--- src/rtl/gf_result_demux.sv ---
// Write-back router for the GF(2^8) inversion datapath: buffers one multiplier
// product and steers it into operand register q0..q3 selected by its dest tag.
module gf_result_demux #(
    parameter int WIDTH = 8
) (
    input  logic             clk,
    input  logic             rst,
    input  logic             start,
    input  logic             init_we,
    input  logic [WIDTH-1:0] init_data,
    input  logic             hold,
    input  logic             in_valid,
    output logic             in_ready,
    input  logic [WIDTH-1:0] in_data,
    input  logic [1:0]       in_dest,
    input  logic             in_last,
    output logic [WIDTH-1:0] q0,
    output logic [WIDTH-1:0] q1,
    output logic [WIDTH-1:0] q2,
    output logic [WIDTH-1:0] q3,
    output logic [3:0]       q_valid,
    output logic [7:0]       wr_cnt,
    output logic             busy,
    output logic             done
);

    // state  | meaning
    // IDLE   | accept init loads, wait for start
    // ACTIVE | accept products, write back from the one-entry buffer
    // DONE   | last product written; one-cycle done pulse
    typedef enum logic [1:0] {
        S_IDLE   = 2'd0,
        S_ACTIVE = 2'd1,
        S_DONE   = 2'd2
    } state_t;

    state_t           r_state;
    logic [WIDTH-1:0] r_q [4];
    logic [3:0]       r_q_valid;
    logic [7:0]       r_wr_cnt;
    logic             r_busy;
    logic             r_done;
    logic             r_pend_v;
    logic [WIDTH-1:0] r_pend_data;
    logic [1:0]       r_pend_dest;
    logic             r_pend_last;

    logic w_in_ready;
    logic w_accept;
    logic w_write;

    // Once the last product is buffered nothing more may enter this run.
    assign w_in_ready = (r_state == S_ACTIVE) && !(r_pend_v && r_pend_last)
                        && (!r_pend_v || !hold);
    assign w_accept   = in_valid && w_in_ready;
    assign w_write    = (r_state == S_ACTIVE) && r_pend_v && !hold;

    always_ff @(posedge clk or posedge rst) begin
        if (rst) begin
            r_state     <= S_IDLE;
            r_q[0]      <= '0;
            r_q[1]      <= '0;
            r_q[2]      <= '0;
            r_q[3]      <= '0;
            r_q_valid   <= '0;
            r_wr_cnt    <= '0;
            r_busy      <= 1'b0;
            r_done      <= 1'b0;
            r_pend_v    <= 1'b0;
            r_pend_data <= '0;
            r_pend_dest <= '0;
            r_pend_last <= 1'b0;
        end else begin
            r_done <= 1'b0;
            case (r_state)
                S_IDLE: begin
                    if (init_we) begin
                        r_q[0]       <= init_data;
                        r_q_valid[0] <= 1'b1;
                    end
                    if (start) begin
                        r_q_valid[3:1] <= '0;
                        r_wr_cnt       <= '0;
                        r_busy         <= 1'b1;
                        r_state        <= S_ACTIVE;
                    end
                end
                S_ACTIVE: begin
                    if (w_write) begin
                        r_q[r_pend_dest]       <= r_pend_data;
                        r_q_valid[r_pend_dest] <= 1'b1;
                        if (r_wr_cnt != 8'hFF)
                            r_wr_cnt <= r_wr_cnt + 8'd1;
                        if (r_pend_last) begin
                            r_state <= S_DONE;
                            r_done  <= 1'b1;
                        end
                    end
                    if (w_accept) begin
                        r_pend_v    <= 1'b1;
                        r_pend_data <= in_data;
                        r_pend_dest <= in_dest;
                        r_pend_last <= in_last;
                    end else if (w_write) begin
                        r_pend_v <= 1'b0;
                    end
                end
                S_DONE: begin
                    r_state  <= S_IDLE;
                    r_busy   <= 1'b0;
                    r_pend_v <= 1'b0;
                end
                default: begin
                    r_state  <= S_IDLE;
                    r_busy   <= 1'b0;
                    r_pend_v <= 1'b0;
                end
            endcase
        end
    end

    assign in_ready = w_in_ready;
    assign q0       = r_q[0];
    assign q1       = r_q[1];
    assign q2       = r_q[2];
    assign q3       = r_q[3];
    assign q_valid  = r_q_valid;
    assign wr_cnt   = r_wr_cnt;
    assign busy     = r_busy;
    assign done     = r_done;

endmodule

--- config.mk ---
export PLATFORM = sky130hd
export DESIGN_NAME = gf_result_demux
export DESIGN_NICKNAME = d
export VERILOG_FILES = /design/src/rtl/gf_result_demux.sv
export SDC_FILE = /design/constraint.sdc
export NUM_CORES = 1
export LEC_CHECK = 0
export CORE_ASPECT_RATIO = 1.5
export CORE_MARGIN = 5
export CORE_UTILIZATION = 40
export DETAILED_ROUTE_END_ITERATION = 7
export GPL_TIMING_DRIVEN = 0
export PLACE_DENSITY = 0.75
export SLEW_MARGIN = 20
export SYNTH_ARGS = -nofsm -noshare
export SYNTH_HDL_FRONTEND = slang
export SYNTH_SLANG_ARGS = --single-unit
--- constraint.sdc ---
create_clock -name clk -period 2.02 [get_ports clk]
set_clock_uncertainty 0.1 [all_clocks]
set_input_delay 0.404 -clock clk [delete_from_list [all_inputs] [get_ports clk]]
set_output_delay 0.404 -clock clk [all_outputs]
set_load 0.02 [all_outputs]
==> metrics.yaml, run 1 <==
status: "finished clean"
critPathMaxStageDelay_ns: 0.46
place.gp.congestion: 0.7143
synth_edf_count: 0
nNetsFinal: 309
cap_violations: 0
crit_slowest_cell: "dfrtp_2"
clock_path_buffers: 2
fp.dieH_um: 106.9
worstMarginPinSlew_ns: 0.5097
ys.flop_type: "dfrtp_1"
regArea_um2: 1503
ys_seq_elements: 60
vias: 1868
fin_ws_ns: 0.1032
hpwl_um: 4356
viasPerCell: 5.160
power_density_nw_per_um2: 1521
yosys.area_share.simple: 0.1079
start_kind: "register"
cts_sinks: 60
async_flop_share: 1.000
synth_top_family_by_area: "multiplexers"
ir_drop_mv: 0.7692
grtUsageTotal: 0.1667
io_pins: 72
multi_input_area_um2: 947.2
drc: 0
maxClockFrequency_mhz: 521.7
hold_viol_final: 0
slew_headroom: 0.6602
arrival_ns: 1.41
yosysWarnings: 0
netlist-cell-type-count: 37
holdCritPathClass: "primary input to async pin"
clkLatencyLatePin_ns: 0.32
drive_above_1_share: 0.2535
row_count: 35
cpMostUsedCell: "buf_2"
timing.hold.ws_ns: 0.2220
post-route-period-util: 0.9489
cts_made_buffers: 9
grt_pass1_wl_um: 9998
synth-xor-area-share: 0
synthAdderAreaFrac: 0.004998
worst_setup_path_end_kind: "primary output"
area_growth_pct: 42.98
ant_nets: 0
netlist_area_um2: 2504
cellLeakagePower_nw: 1.528
timing.final.crit_period_ns: 1.917
path_class: "register to primary output"
crit_chain: "nand2b_1, buf_2, nor2_2, buf_2"
wl_per_cell_um: 16.77
cp_max_fo: 8
mostFrequentLayoutCells: "69 x clkdlybuf4s50_1, 59 x dfrtp_1, 35 x mux2_2"
power_mw: 5.444
root_buffer: "clkbuf_8"
initial_core_util: 0.4084
antenna-diode-count: 0
maxSlewViolCount: 0
firstDrtPassIters: 4
totalWireLength_um: 6069
grt_pass1_vias: 1977
seq_area_frac_synth: 0.5997
mostFrequentLayoutCell: "clkdlybuf4s50_1"
drt_iter0_markers: 42
worstPathRequired_ns: 1.52
tritoncts: "done"
grt-ovfl-total: 0
cts.htree.levels: 3
syn_inst: 195
synthMuxAreaShare: 0.1574
synth-compound-area-share: 0.1029
port_buffers: 71
setup_viol_count_final: 0
rsz0062_at_grt: "no"
die-area_um2: 7974
pre_cts_slack_ns: -0.5137
die_w_um: 74.60
path_clk_slew_ns: 0.06
hold_buffers: 0
grt_max_degree: 53
coreArea_um2: 6131
syn_avg_cell_area_um2: 12.84
antenna_found_initial: 0
syn_nets: 221
fillers: 550
worst paths after layout:
path | from | to | slack (ns) | cells after the start
max in group asynchronous | rst | q3[0] | 1.12 | 3
hold / removal | rst | wr_cnt[5] | 0.22 | 2
setup reg to reg | wr_cnt[0] | wr_cnt[3] | 0.18 | 6
min in group clk | q0[0] | q0[0] | 0.38 | 2
setup / recovery | r_state[1] | in_ready | 0.10 | 4
hold reg to reg | q0[0] | q0[0] | 0.38 | 2
where the power goes:
group	internal [mW]	switching, mW
Clock	0.544	0.444
Combinational	1.23	1.15
Sequential	1.68	0.388
sequential cells by signal, summed over array words and instances (netlist names):
| signal | cells |
|---|---|
| q2 | 8 |
| r_pend_dest | 2 |
| r_pend_last | 1 |
| q1 | 8 |
| wr_cnt | 8 |
| q0 | 8 |
| q3 | 8 |
| r_state | 2 |
| busy | 1 |
| q_valid | 4 |
| done | 1 |
| r_pend_v | 1 |
| r_pend_data | 8 |
critical path, delay by kind of cell, from the launching register on:
kind          cells  cell delay, ns
flops             1            0.46
buf+inv           2            0.34
simple gates      2            0.29
cell usage after synthesis (2+ instances only):
| cell type | instances | area, um2 |
|---|---|---|
| and2_1 | 2 | 12.51 |
| nor2_1 | 4 | 15.01 |
| mux2_2 | 35 | 394.1 |
| clkbuf_1 | 3 | 11.26 |
| o21ai_0 | 16 | 80.08 |
| nand2b_1 | 3 | 18.77 |
| nand2_1 | 17 | 63.81 |
| nand3b_1 | 2 | 15.01 |
| o21ai_1 | 2 | 10.01 |
| o31ai_1 | 3 | 22.52 |
| a21oi_1 | 4 | 20.02 |
| inv_1 | 5 | 18.77 |
| nor2b_1 | 2 | 12.51 |
| nand3_1 | 6 | 30.03 |
| dfrtp_1 | 60 | 1501 |
| a32oi_1 | 8 | 70.07 |
| buf_2 | 3 | 15.01 |
metrics by stage:
step / instance area (um2) / instances / utilization / setup TNS (ns)
2_1_floorplan: 2504 / 195 / - / 0
3_3_place_gp: 3307 / 340 / 0.5394 / -74.61
3_5_place_dp: 3337 / 341 / 0.5443 / -15.24
4_1_cts: 3547 / 359 / 0.5786 / 0
5_1_grt: 3580 / 362 / 0.5839 / 0
6_report: 3580 / 362 / 0.5839 / 0
cell families after synthesis:
| logic type | after synthesis |
|---|---|
| DFF | 60 |
| and+or+nand+nor | 46 |
| AOI/OAI and AO/OA | 39 |
| muxes | 35 |
| buffers and inverters | 14 |
| adders and majority gates | 1 |
per-layer routing:
layer	wire (um)	vias to the layer above	global-route usage
li1	-	885	-
met4	85	0	0.05725
met1	2422	929	0.2035
met3	347	7	0.05066
met5	0	-	0
met2	3214	47	0.2748
timing repair:
action	4_1_cts	5_1_grt
hold endpoints to repair	0	0
gates resized for setup	7	4
pin swaps	0	1
buffers inserted	2	4
endpoints found under the setup margin	25	16
area by class of cell:
cell class / count / share of cell area
inverters: 5 / 0.005942
plain buffers: 8 / 0.01293
multi-input cells: 121 / 0.2646
clock buffers: 13 / 0.04719
flip-flops and latches: 60 / 0.4198
clock inverters: 3 / 0.005592
well taps: 74 / 0.02587
repair buffers: 78 / 0.2181
Power figures use the tool's default switching activity.
==> run 2: changes to the inputs <==
--- a/config.mk
+++ b/config.mk
@@ -6,11 +6,10 @@
 export NUM_CORES = 1
 export LEC_CHECK = 0
 export CORE_ASPECT_RATIO = 1.5
-export CORE_MARGIN = 5
 export CORE_UTILIZATION = 40
 export DETAILED_ROUTE_END_ITERATION = 7
 export GPL_TIMING_DRIVEN = 0
-export PLACE_DENSITY = 0.75
+export PLACE_DENSITY = 0.72
 export SLEW_MARGIN = 20
 export SYNTH_ARGS = -nofsm -noshare
 export SYNTH_HDL_FRONTEND = slang
==> run 2 against run 1 <==
Final area is 1.6% higher. Worst setup slack worse by 0.045 ns. Sequential share of layout area is 0.65 points lower. Final cell count is 0.28% lower. Count of clock-buffer cells in the layout stayed put. Die area is 17% lower. Sequential power hardly changed. Hold slack better by 0.083 ns. Largest cell class unchanged.
==> metrics.yaml, run 2 (same netlist as run 1, synthesis figures left out) <==
worst_setup_path_end_kind: "register"
fp.dieH_um: 98.90  # -7.5%
cts_sinks: 60  # unchanged
grtUsageTotal: 0.1942  # +0.02754
cts_made_buffers: 9  # unchanged
start_kind: "primary input"
drt_iter0_markers: 92  # +120%
mostFrequentLayoutCells: "70 x clkdlybuf4s50_1, 59 x dfrtp_1, 35 x mux2_2"
grt-busiest-layer: "met2"
place.gp.congestion: 0.7683  # +7.6%
grt_max_degree: 34  # -36%
setup_viol_count_final: 0  # unchanged
grt-ovfl-total: 0  # unchanged
tritoncts: "done"
wl_per_cell_um: 16.25  # -3.1%
worstMarginPinSlew_ns: 0.4802  # -0.02947 ns
slew_headroom: 0.6799  # +0.01964
grt_pass1_vias: 1899  # -3.9%
ir_drop_mv: 0.7638  # -0.71%
maxClockFrequency_mhz: 509.7  # -2.3%
clkLatencyLatePin_ns: 0.33  # about the same
post-route-period-util: 0.9713  # +0.02242
firstDrtPassIters: 4  # unchanged
mostFrequentLayoutCell: "clkdlybuf4s50_1"
antenna-diode-count: 0  # unchanged
cellLeakagePower_nw: 1.549  # +1.4%
holdCritPathClass: "primary input to async pin"
cts.htree.levels: 3  # unchanged
power_mw: 5.711  # +4.9%
maxSlewViolCount: 0  # unchanged
coreArea_um2: 5913  # -3.6%
drive_above_1_share: 0.2595  # +0.006043
fillers: 498  # -9.5%
hold_viol_final: 0  # unchanged
hpwl_um: 4123  # -5.4%
grt_pass1_wl_um: 9301  # -7.0%
area_growth_pct: 45.23
cp_max_fo: 10  # +2
nNetsFinal: 310  # +0.32%
dpl_cell_area_um2: 3327  # -0.30%
final_cell_area_um2: 3636  # +1.6%
worstPathRequired_ns: 2.18  # +0.66 ns
drc: 0  # unchanged
grtUsageMet3: 0.03935  # -0.01130
totalWireLength_um: 5867  # -3.3%
timing.hold.ws_ns: 0.3054  # +0.08341 ns
row_count: 34  # -2.9%
finish.utilization: 0.6149  # +0.03102
antenna_found_initial: 0  # unchanged
met1_usage: 0.2305  # +0.02693
clock_path_buffers: 2  # unchanged
timing.final.crit_period_ns: 1.962  # +0.04528 ns
port_buffers: 71  # unchanged
ant_nets: 0  # unchanged
multi_input_area_um2: 959.7  # +1.3%
die_w_um: 66.60  # -11%
worstRegToRegCells: 6  # unchanged
initial_core_util: 0.4234  # +0.01504
hold_buffers: 0  # unchanged
path_class: "primary input to register"
cap_violations: 0  # unchanged
die-area_um2: 6586  # -17%
regArea_um2: 1503  # unchanged
viasPerCell: 5.233  # +1.4%
status: "finished clean"
path_clk_slew_ns: 0.06  # about the same
power_density_nw_per_um2: 1571  # +3.3%
arrival_ns: 2.12  # +0.71 ns
root_buffer: "clkbuf_8"
use_met2: 0.3310  # +0.05616
io_pins: 72  # unchanged
vias: 1889  # +1.1%
[run 2: area by class of cell]
class	count	share of cell area
flip-flops and latches	60	0.4133
plain buffers	8	0.01239
well taps	72	0.02478
clock buffers	13	0.04646
inverters	5	0.005850
multi-input cells	121	0.2639
clock inverters	3	0.01858
repair buffers	79	0.2147
[run 2: critical path, cell delays in order]
cell and delay, ns:
clkdlybuf4s50_1 0.48, and4bb_1 0.30, buf_4 0.14, o32ai_2 0.08, buf_6 0.16, or4_1 0.45, nand3_1 0.10
[run 2: worst paths after layout]
| kind | from | end | slack, ns |
|---|---|---|---|
| setup / recovery | hold | wr_cnt[3] | 0.06 |
| min in group clk | q0[3] | q0[3] | 0.38 |
| hold reg to reg | q0[3] | q0[3] | 0.38 |
| hold / removal | rst | q_valid[3] | 0.31 |
| max in group asynchronous | rst | r_state[1] | 1.02 |
| setup reg to reg | wr_cnt[0] | wr_cnt[3] | 0.16 |
[run 2: routing by layer]
metal / vias to the layer above / share of wire
li1: 887 / -
met2: 54 / 0.54
met1: 942 / 0.41
met3: 6 / 0.033
met5: - / 0
met4: 0 / 0.015
[run 2: timing repair]
| action | in CTS | in global routing |
|---|---|---|
| pin swaps | 0 | 2 |
| resized for setup | 7 | 4 |
| setup buffers | 3 | 4 |
| setup endpoints to repair | 25 | 11 |
[run 2: stage by stage]
| step | instances | setup TNS [ns] | setup WS [ns] |
|---|---|---|---|
| floorplan | 195 | 0 | 0.03131 |
| global placement | 338 | -76.08 | -1.021 |
| detailed placement | 339 | -15.56 | -0.5337 |
| CTS | 358 | 0 | 0.01739 |
| global route | 361 | -0.0009075 | -0.0009075 |
| finish | 361 | 0 | 0.05796 |
[run 2: power by group]
| part | internal, mW | switching (mW) |
|---|---|---|
| Clock | 0.797 | 0.448 |
| Sequential | 1.68 | 0.386 |
| Combinational | 1.24 | 1.15 |
| Total | 3.72 | 1.99 |
